**src/rtl/fproc_client_if.sv**
```systemverilog
// Bundle between a proc core's decoder/register-write path and the fproc hub.
// A decoder request transfers on a clock edge where req_valid and req_ready are both 1;
// req_valid must then be held by the decoder until that edge.
interface fproc_client_if #(
  parameter int FPROC_ID_WIDTH = 8,
  parameter int DATA_WIDTH     = 32
);
  logic                      req_valid;
  logic [FPROC_ID_WIDTH-1:0] req_id;
  logic                      req_ready;
  logic                      stall;
  logic                      result_valid;
  logic [DATA_WIDTH-1:0]     result_data;
  logic                      result_err;
  logic                      fproc_enable;
  logic [FPROC_ID_WIDTH-1:0] fproc_id;
  logic                      fproc_ready;
  logic [DATA_WIDTH-1:0]     fproc_data;
  logic                      spurious_ready;

  modport master (
    input  req_valid, req_id, fproc_ready, fproc_data,
    output req_ready, stall, result_valid, result_data, result_err,
           fproc_enable, fproc_id, spurious_ready
  );

  modport slave (
    output req_valid, req_id, fproc_ready, fproc_data,
    input  req_ready, stall, result_valid, result_data, result_err,
           fproc_enable, fproc_id, spurious_ready
  );
endinterface

```
**src/rtl/fproc_client.sv**
```systemverilog
// Core-side fproc requester: issues one read to the hub, stalls the core until
// the hub answers or the timeout expires, then pulses the result for one cycle.
module fproc_client #(
  parameter int FPROC_ID_WIDTH = 8,
  parameter int DATA_WIDTH     = 32,
  parameter int TIMEOUT_CYCLES = 4096
) (
  input  logic              clk,
  input  logic              reset,
  fproc_client_if.master    bus,
  output logic [1:0]        fsm_state
);

  localparam int CNT_W = $clog2(TIMEOUT_CYCLES + 2);
  localparam logic [CNT_W-1:0] TIMEOUT_VAL = CNT_W'(TIMEOUT_CYCLES);

  typedef enum logic [1:0] {
    IDLE  = 2'd0,
    ISSUE = 2'd1,
    WAIT  = 2'd2
  } state_t;

  state_t                    state;
  logic [CNT_W-1:0]          cnt;
  logic [FPROC_ID_WIDTH-1:0] id_q;
  logic                      res_valid_q;
  logic [DATA_WIDTH-1:0]     res_data_q;
  logic                      res_err_q;
  logic                      spurious_q;

  always_ff @(posedge clk) begin
    if (!reset) begin
      state       <= IDLE;
      cnt         <= '0;
      id_q        <= '0;
      res_valid_q <= 1'b0;
      res_data_q  <= '0;
      res_err_q   <= 1'b0;
      spurious_q  <= 1'b0;
    end else begin
      res_valid_q <= 1'b0;
      case (state)
        IDLE: begin
          // A hub strobe with nothing outstanding carries no usable data.
          if (bus.fproc_ready) spurious_q <= 1'b1;
          if (bus.req_valid) begin
            id_q  <= bus.req_id;
            state <= ISSUE;
          end
        end
        ISSUE: begin
          cnt <= CNT_W'(1);
          if (bus.fproc_ready) begin
            res_data_q  <= bus.fproc_data;
            res_err_q   <= 1'b0;
            res_valid_q <= 1'b1;
            state       <= IDLE;
          end else begin
            state <= WAIT;
          end
        end
        WAIT: begin
          if (cnt != '1) cnt <= cnt + CNT_W'(1);
          // A response in the timeout cycle still counts as a good answer.
          if (bus.fproc_ready) begin
            res_data_q  <= bus.fproc_data;
            res_err_q   <= 1'b0;
            res_valid_q <= 1'b1;
            state       <= IDLE;
          end else if (TIMEOUT_CYCLES != 0 && cnt == TIMEOUT_VAL) begin
            res_data_q  <= '0;
            res_err_q   <= 1'b1;
            res_valid_q <= 1'b1;
            state       <= IDLE;
          end
        end
        default: state <= IDLE;
      endcase
    end
  end

  assign bus.req_ready      = (state == IDLE);
  assign bus.stall          = (state != IDLE);
  assign bus.fproc_enable   = (state == ISSUE);
  assign bus.fproc_id       = id_q;
  assign bus.result_valid   = res_valid_q;
  assign bus.result_data    = res_data_q;
  assign bus.result_err     = res_err_q;
  assign bus.spurious_ready = spurious_q;
  assign fsm_state          = state;

endmodule

```
**src/flat_wrapper.sv**
```systemverilog
// flat-port wrapper written by rule: the top's interface ports become plain ports
module fproc_client_flat 
#(
  parameter int FPROC_ID_WIDTH = 8,
  parameter int DATA_WIDTH     = 32,
  parameter int TIMEOUT_CYCLES = 4096
)
  (clk, reset, fsm_state, bus_req_valid, bus_req_id, bus_fproc_ready, bus_fproc_data, bus_req_ready, bus_stall, bus_result_valid, bus_result_data, bus_result_err, bus_fproc_enable, bus_fproc_id, bus_spurious_ready);
  fproc_client_if #(.FPROC_ID_WIDTH(FPROC_ID_WIDTH), .DATA_WIDTH(DATA_WIDTH)) bus_i ();
  input  logic clk;
  input  logic reset;
  output logic [1:0] fsm_state;
  input wire logic [$bits(bus_i.req_valid)-1:0] bus_req_valid;
  input wire logic [$bits(bus_i.req_id)-1:0] bus_req_id;
  input wire logic [$bits(bus_i.fproc_ready)-1:0] bus_fproc_ready;
  input wire logic [$bits(bus_i.fproc_data)-1:0] bus_fproc_data;
  output wire logic [$bits(bus_i.req_ready)-1:0] bus_req_ready;
  output wire logic [$bits(bus_i.stall)-1:0] bus_stall;
  output wire logic [$bits(bus_i.result_valid)-1:0] bus_result_valid;
  output wire logic [$bits(bus_i.result_data)-1:0] bus_result_data;
  output wire logic [$bits(bus_i.result_err)-1:0] bus_result_err;
  output wire logic [$bits(bus_i.fproc_enable)-1:0] bus_fproc_enable;
  output wire logic [$bits(bus_i.fproc_id)-1:0] bus_fproc_id;
  output wire logic [$bits(bus_i.spurious_ready)-1:0] bus_spurious_ready;
  assign bus_i.req_valid = bus_req_valid;
  assign bus_i.req_id = bus_req_id;
  assign bus_i.fproc_ready = bus_fproc_ready;
  assign bus_i.fproc_data = bus_fproc_data;
  assign bus_req_ready = bus_i.req_ready;
  assign bus_stall = bus_i.stall;
  assign bus_result_valid = bus_i.result_valid;
  assign bus_result_data = bus_i.result_data;
  assign bus_result_err = bus_i.result_err;
  assign bus_fproc_enable = bus_i.fproc_enable;
  assign bus_fproc_id = bus_i.fproc_id;
  assign bus_spurious_ready = bus_i.spurious_ready;
  fproc_client #(.FPROC_ID_WIDTH(FPROC_ID_WIDTH), .DATA_WIDTH(DATA_WIDTH), .TIMEOUT_CYCLES(TIMEOUT_CYCLES)) u_core (.clk(clk), .reset(reset), .bus(bus_i), .fsm_state(fsm_state));
endmodule
```
**config.mk**
```make
export PLATFORM = sky130hd
export DESIGN_NAME = fproc_client_flat
export DESIGN_NICKNAME = d
export VERILOG_FILES = /design/src/rtl/fproc_client_if.sv /design/src/rtl/fproc_client.sv /design/src/flat_wrapper.sv
export SDC_FILE = /design/constraint.sdc
export NUM_CORES = 1
export LEC_CHECK = 0
export ABC_CLOCK_PERIOD_IN_PS = 3160
export BUFFER_PORTS_ARGS = -buffer_cell sky130_fd_sc_hd__buf_2
export CELL_PAD_IN_SITES_DETAIL_PLACEMENT = 0
export CELL_PAD_IN_SITES_GLOBAL_PLACEMENT = 2
export CORE_ASPECT_RATIO = 0.8
export CORE_MARGIN = 5
export CORE_UTILIZATION = 25
export DETAILED_ROUTE_END_ITERATION = 10
export GPL_ROUTABILITY_DRIVEN = 1
export PLACE_DENSITY = 0.69
export SYNTH_ARGS = -nofsm -noshare
export SYNTH_HDL_FRONTEND = slang
export SYNTH_SLANG_ARGS = --single-unit
```
**constraint.sdc**
```tcl
create_clock -name clk -period 3.16 [get_ports clk]
set_input_delay 0.632 -clock clk [delete_from_list [all_inputs] [get_ports clk]]
set_output_delay 0.632 -clock clk [all_outputs]
set_load 0.03 [all_outputs]
```
# Word level (Yosys, flattened, before mapping)
# Index checks and enable logic that the tools add are counted.
# word_totals
reg_bits	58
output_inout_bits	48
wordCells	43
# classes
n_addsub	1
n_eq_ne	8
n_mux	19
reduce_logical	8
# op_table
operator	n
32-bit two-way mux	3
32-bit one-hot mux with 2 select lines	1
13-bit one-hot mux with 2 select lines	1
13-bit by 1-bit adder with 13-bit output, second input constant	1
13-bit equality test, second input constant	1
13-bit two-way mux	1
13-bit inequality test, second input constant	1
2-bit two-way mux	4
2-bit AND reduction	4
1-bit two-way mux	6
2-bit one-hot mux with 3 select lines	1
2-bit inequality test, second input constant	2
1-bit one-hot mux with 2 select lines	2
2-bit nonzero test	2
3-bit by 2-bit inequality test with 1-bit output, second input constant	1
3-bit AND reduction	1
2-bit by 1-bit equality test with 1-bit output, second input constant	1
2-bit equality test, second input constant	1
2-bit logical NOT	1
2-bit by 1-bit inequality test with 1-bit output, second input constant	1

# Depth between registers and ports, before layout
# depth
ltp_word	4
mapped_depth	7
depth_no_buf	6

# Worst setup path before layout
# Ideal clock, no wire load.
# synth_timing
path_kind	flip-flop to flip-flop
from	register u_core.state[1], in the netlist u_core.fsm_state[1]
to	register u_core.res_data_q[0], in the netlist u_core.bus.result_data[0]
setup_time_ns	0.059
arrival_time_ns	2.034
required_ns	3.101
slack_ns	1.067
path_stages_with_launch	8
cell_sequence	dfxtp_1 > inv_1 > ha_1 > a21boi_1 > and3_1 > buf_1 > clkbuf_1 > a22o_1
# synth_between
elab_chain_cells	3
elab_cells_between_ends	7
classes_between	eq/ne (4); mux (1); reduce/logical (2)
# synth_rtl
item	line	rtl
from (decl)	fproc_client.sv:23	state_t state;
from (signal assigned)	fproc_client.sv:33	state <= IDLE;
from (signal assigned)	fproc_client.sv:48	state <= ISSUE;
from (signal assigned)	fproc_client.sv:57	state <= IDLE;
2-bit by 1-bit equality test with 1-bit output (*)	n/a	
named net bus_fproc_enable	flat_wrapper.sv:22	output wire logic [$bits(bus_i.fproc_enable)-1:0] bus_fproc_enable;
2-bit inequality test (no source line) / 2-bit nonzero test (equally long branches)	n/a	
3-bit AND reduction (no source line)	n/a	
to (signal assigned)	fproc_client.sv:54	res_data_q <= bus.fproc_data;
to (signal assigned)	fproc_client.sv:66	res_data_q <= bus.fproc_data;
to (decl)	fproc_client.sv:27	logic [DATA_WIDTH-1:0] res_data_q;
# Mark *: on every way through the listed nets, which the timed path passes. The rest lies on a longest branch.
# A chain may end at the register's enable or synchronous reset.

# Worst setup path after layout
# layout_timing
from	register u_core.state[1], in the netlist u_core.fsm_state[1]
to	register u_core.res_data_q[7], in the netlist u_core.bus.result_data[7]
# layout_between
elab_chain_cells	3
elab_cells_between_ends	7
classes_between	eq/ne (4); mux (1); reduce/logical (2)
# layout_rtl
item	line	rtl
2-bit equality test / 2-bit by 1-bit equality test with 1-bit output (equally long branches)	fproc_client.sv:42	case (state)
3-bit by 2-bit inequality test with 1-bit output (no source line) (tied with other cells)	n/a	
3-bit AND reduction (no source line)	n/a	
# Several ways; a longest one is shown, not always the timed one.

==> out/summary.txt <==
Synth Area in Adders = 2.707%
Routed wire length = 6399 um
Post-Syn Area per Cell = 9.834 um^2
Hold buffers post-CTS = 0
Min-Delay Path Class = reg -> reg
Final GP Congestion = 0.7127
Placed cells = 429
Outcome = finished clean
CTS tree = built
Commonest cells post-synth = dfxtp_1, a22o_1, nand2_1
Post-CTS Setup Bufs = 0
Post-synth top area share = 50.24%
Max VDD drop = 0.2617 mV
Pin count of the biggest net entering global routing = 33
Layout area overhead = 37.95%
Final hold viol count = 0
Initial antenna violation count = 0
Synth Flop Type = dfxtp_1
Clock latency on the worst-skew pair = 0.32 ns
Worst flop-to-flop path endpoint = u_core.bus.result_data[7]$_SDFFE_PN0P_
Max FO, Critical Path = 32
Fin crit share = 76.78%
Starting Density = 25.57%
Design Power = 0.002179 W
Global route overflow = 0
Total area of sequential cells = 0.001161 mm^2
Most common cell in the synthesized netlist = dfxtp_1
H-tree levels = 3
CTS root buf = clkbuf_16
First-pass GRT wire length = 10230 um
Crit path to = u_core.bus.result_data[7]$_SDFFE_PN0P_
Multi-input logic area = 0.001052 mm^2
R2R depth = 5
Compound-gate portion of the synthesized area = 24.96%
FFs w/ async S/R, synth = 0%
Via-to-Cell Ratio = 4.798
Max_cap viols = 0
Wire per inst = 14.38 um
Die H = 96.00 um
GRT Total Usage = 11.23%
Cell Pwr Density = 683.5 mW/mm^2
Post-CTS resize count = 0
Setup crit start = u_core.fsm_state[1]$_SDFFE_PN0P_
Fmax = 0.4122 GHz
Unique masters post-synth = 43
Reg-to-Reg Start = u_core.fsm_state[1]$_SDFFE_PN0P_
Main combinational cell family by area after synthesis = compound AO/OA/AOI/OAI gates
# IOs = 92
N_diodes = 0
Leak = 1.431 nW
CP Capture Type = register
Max-slew headroom = 22.96%
Clock Sinks = 58
Flip-flop and latch count after synthesis = 58
CTS Buf Count = 9
Worst Skew = 0.006796 ns
Startpoint types = register
I/O Buffers = 91
Hold Slack = 0.4544 ns
Row count = 31
Clk slew on worst S/H paths = 0.06 ns
Worst-Margin Slew = 1.156 ns
Setup violators final = 0
Post-DP HPWL = 4446 um
Pre-CTS WS = 0.6901 ns
Sequential area share after synthesis = 50.24%
DR DRC count = 0
Syn nets = 284
First drt pass iteration count = 4
Fin crit period = 2.426 ns
Post-synth EDFFs = 0
WS Path Type = reg -> reg
Vias = 2135
Multiplexer share of the synthesized area = 0.8663%
Req. time, crit path = 3.42 ns
Warnings, synthesis = 0
Final WS setup = 0.7339 ns
Layout cell share with drive strength beyond 1 = 34.85%
Die W = 117.5 um
Initial DRC count = 68
Post-synthesis instance total = 235
DRT antenna net count = 0
Vias in the first global route = 2051
Fin. max-slew vios = 0
Sum of negative setup slack = 0 ns
Mapped cell area = 0.002311 mm^2
Top post-synthesis cells by area = dfxtp_1, a22o_1, nand3_1, a21oi_1, nand2_1
Worst reg2reg setup slack = 0.73 ns
Core Footprint = 0.009037 mm^2
RSZ-0062 raised after global routing = false
Post-Layout Cell Count = 445
Crit path DAT = 2.69 ns
Bufs on Longest Clock Path = 2
Nets = 374
Fillers = 946
Leading area contributor after synthesis = dfxtp_1
XOR/XNOR share of the synthesized area = 0%
Die Area = 0.01128 mm^2
Synth Area in Simple Gates = 16.84%
==> power breakdown <==
group	internal (W)	switching [W]	leakage, nW
clock	0.000733	0.000336	0.163
sequential	0.000780	0.0000259	0.473
combinational	0.000103	0.000202	0.796
==> layout by cell type, fill, tap and decap left out, types with 3 or more instances in the layout <==
cell type,n
ha_1,5
a31o_2,3
a21oi_1,15
nand3_1,18
buf_2,91
dfxtp_1,58
nand4_1,3
and3_1,5
a22o_1,33
a31oi_1,4
inv_1,7
nor2_1,5
nand2b_1,5
o21ai_0,3
nand2_1,19
clkbuf_16,9
and2_1,4
==> cells by family after synthesis <==
logic type | after synthesis
AOI/OAI and AO/OA | 76
adders and majority gates | 5
buffers and inverters | 22
DFF | 58
muxes | 2
and+or+nand+nor | 72
==> flip-flops by register name, summed over array words and instances (netlist names) <==
signal,cells
u_core.bus.result_data,32
u_core.cnt,13
u_core.bus.fproc_id,8
u_core.fsm_state,2
u_core.bus.result_err,1
u_core.bus.result_valid,1
u_core.bus.spurious_ready,1
==> worst max-delay path, stage by stage (launching register included) <==
cell and delay [ns]:
dfxtp_1 0.39, inv_1 0.09, ha_1 0.30, a21boi_1 0.31, and3_1 0.99, a22o_1 0.28
==> stage by stage <==
stage,utilization [%],instance area [um^2]
6_report,35.28,3188
5_1_grt,35.28,3188
4_1_cts,35.28,3188
3_5_place_dp,31.62,2858
3_3_place_gp,31.62,2858
2_1_floorplan,-,2311
==> how the worst min path moves through the flow <==
stage,startpoint,to,slack (ns),cells past startpoint
2_1_floorplan,u_core.cnt[11]$_SDFFE_PN0P_,u_core.cnt[11]$_SDFFE_PN0P_,0.49,1
6_report,u_core.bus.fproc_id[6]$_SDFFE_PN0P_,u_core.bus.fproc_id[6]$_SDFFE_PN0P_,0.45,2
5_1_grt,u_core.bus.fproc_id[4]$_SDFFE_PN0P_,u_core.bus.fproc_id[4]$_SDFFE_PN0P_,0.47,2
3_3_place_gp,u_core.bus.fproc_id[4]$_SDFFE_PN0P_,u_core.bus.fproc_id[4]$_SDFFE_PN0P_,0.44,2
3_5_place_dp,u_core.bus.fproc_id[4]$_SDFFE_PN0P_,u_core.bus.fproc_id[4]$_SDFFE_PN0P_,0.45,2
4_1_cts,u_core.bus.fproc_id[4]$_SDFFE_PN0P_,u_core.bus.fproc_id[4]$_SDFFE_PN0P_,0.46,2
==> layout make-up <==
type / instances / share of cell area [%]
clock buffer: 12 / 8.046
tap: 115 / 4.513
timing repair buffer: 93 / 14.76
clock inverter: 4 / 2.316
sequential: 58 / 36.42
inverter: 8 / 0.9419
multi-input combinational: 155 / 33.01
==> metal layers <==
metal | wire, um | global-route usage [%] | share of wire, %
met1 | 3138 | 15.24 | 49
met2 | 2680 | 15.02 | 42
met4 | 34 | 3.820 | 0.53
met5 | 0 | 0 | 0
met3 | 545 | 5.934 | 8.5
(Power assumes the default switching activity.)
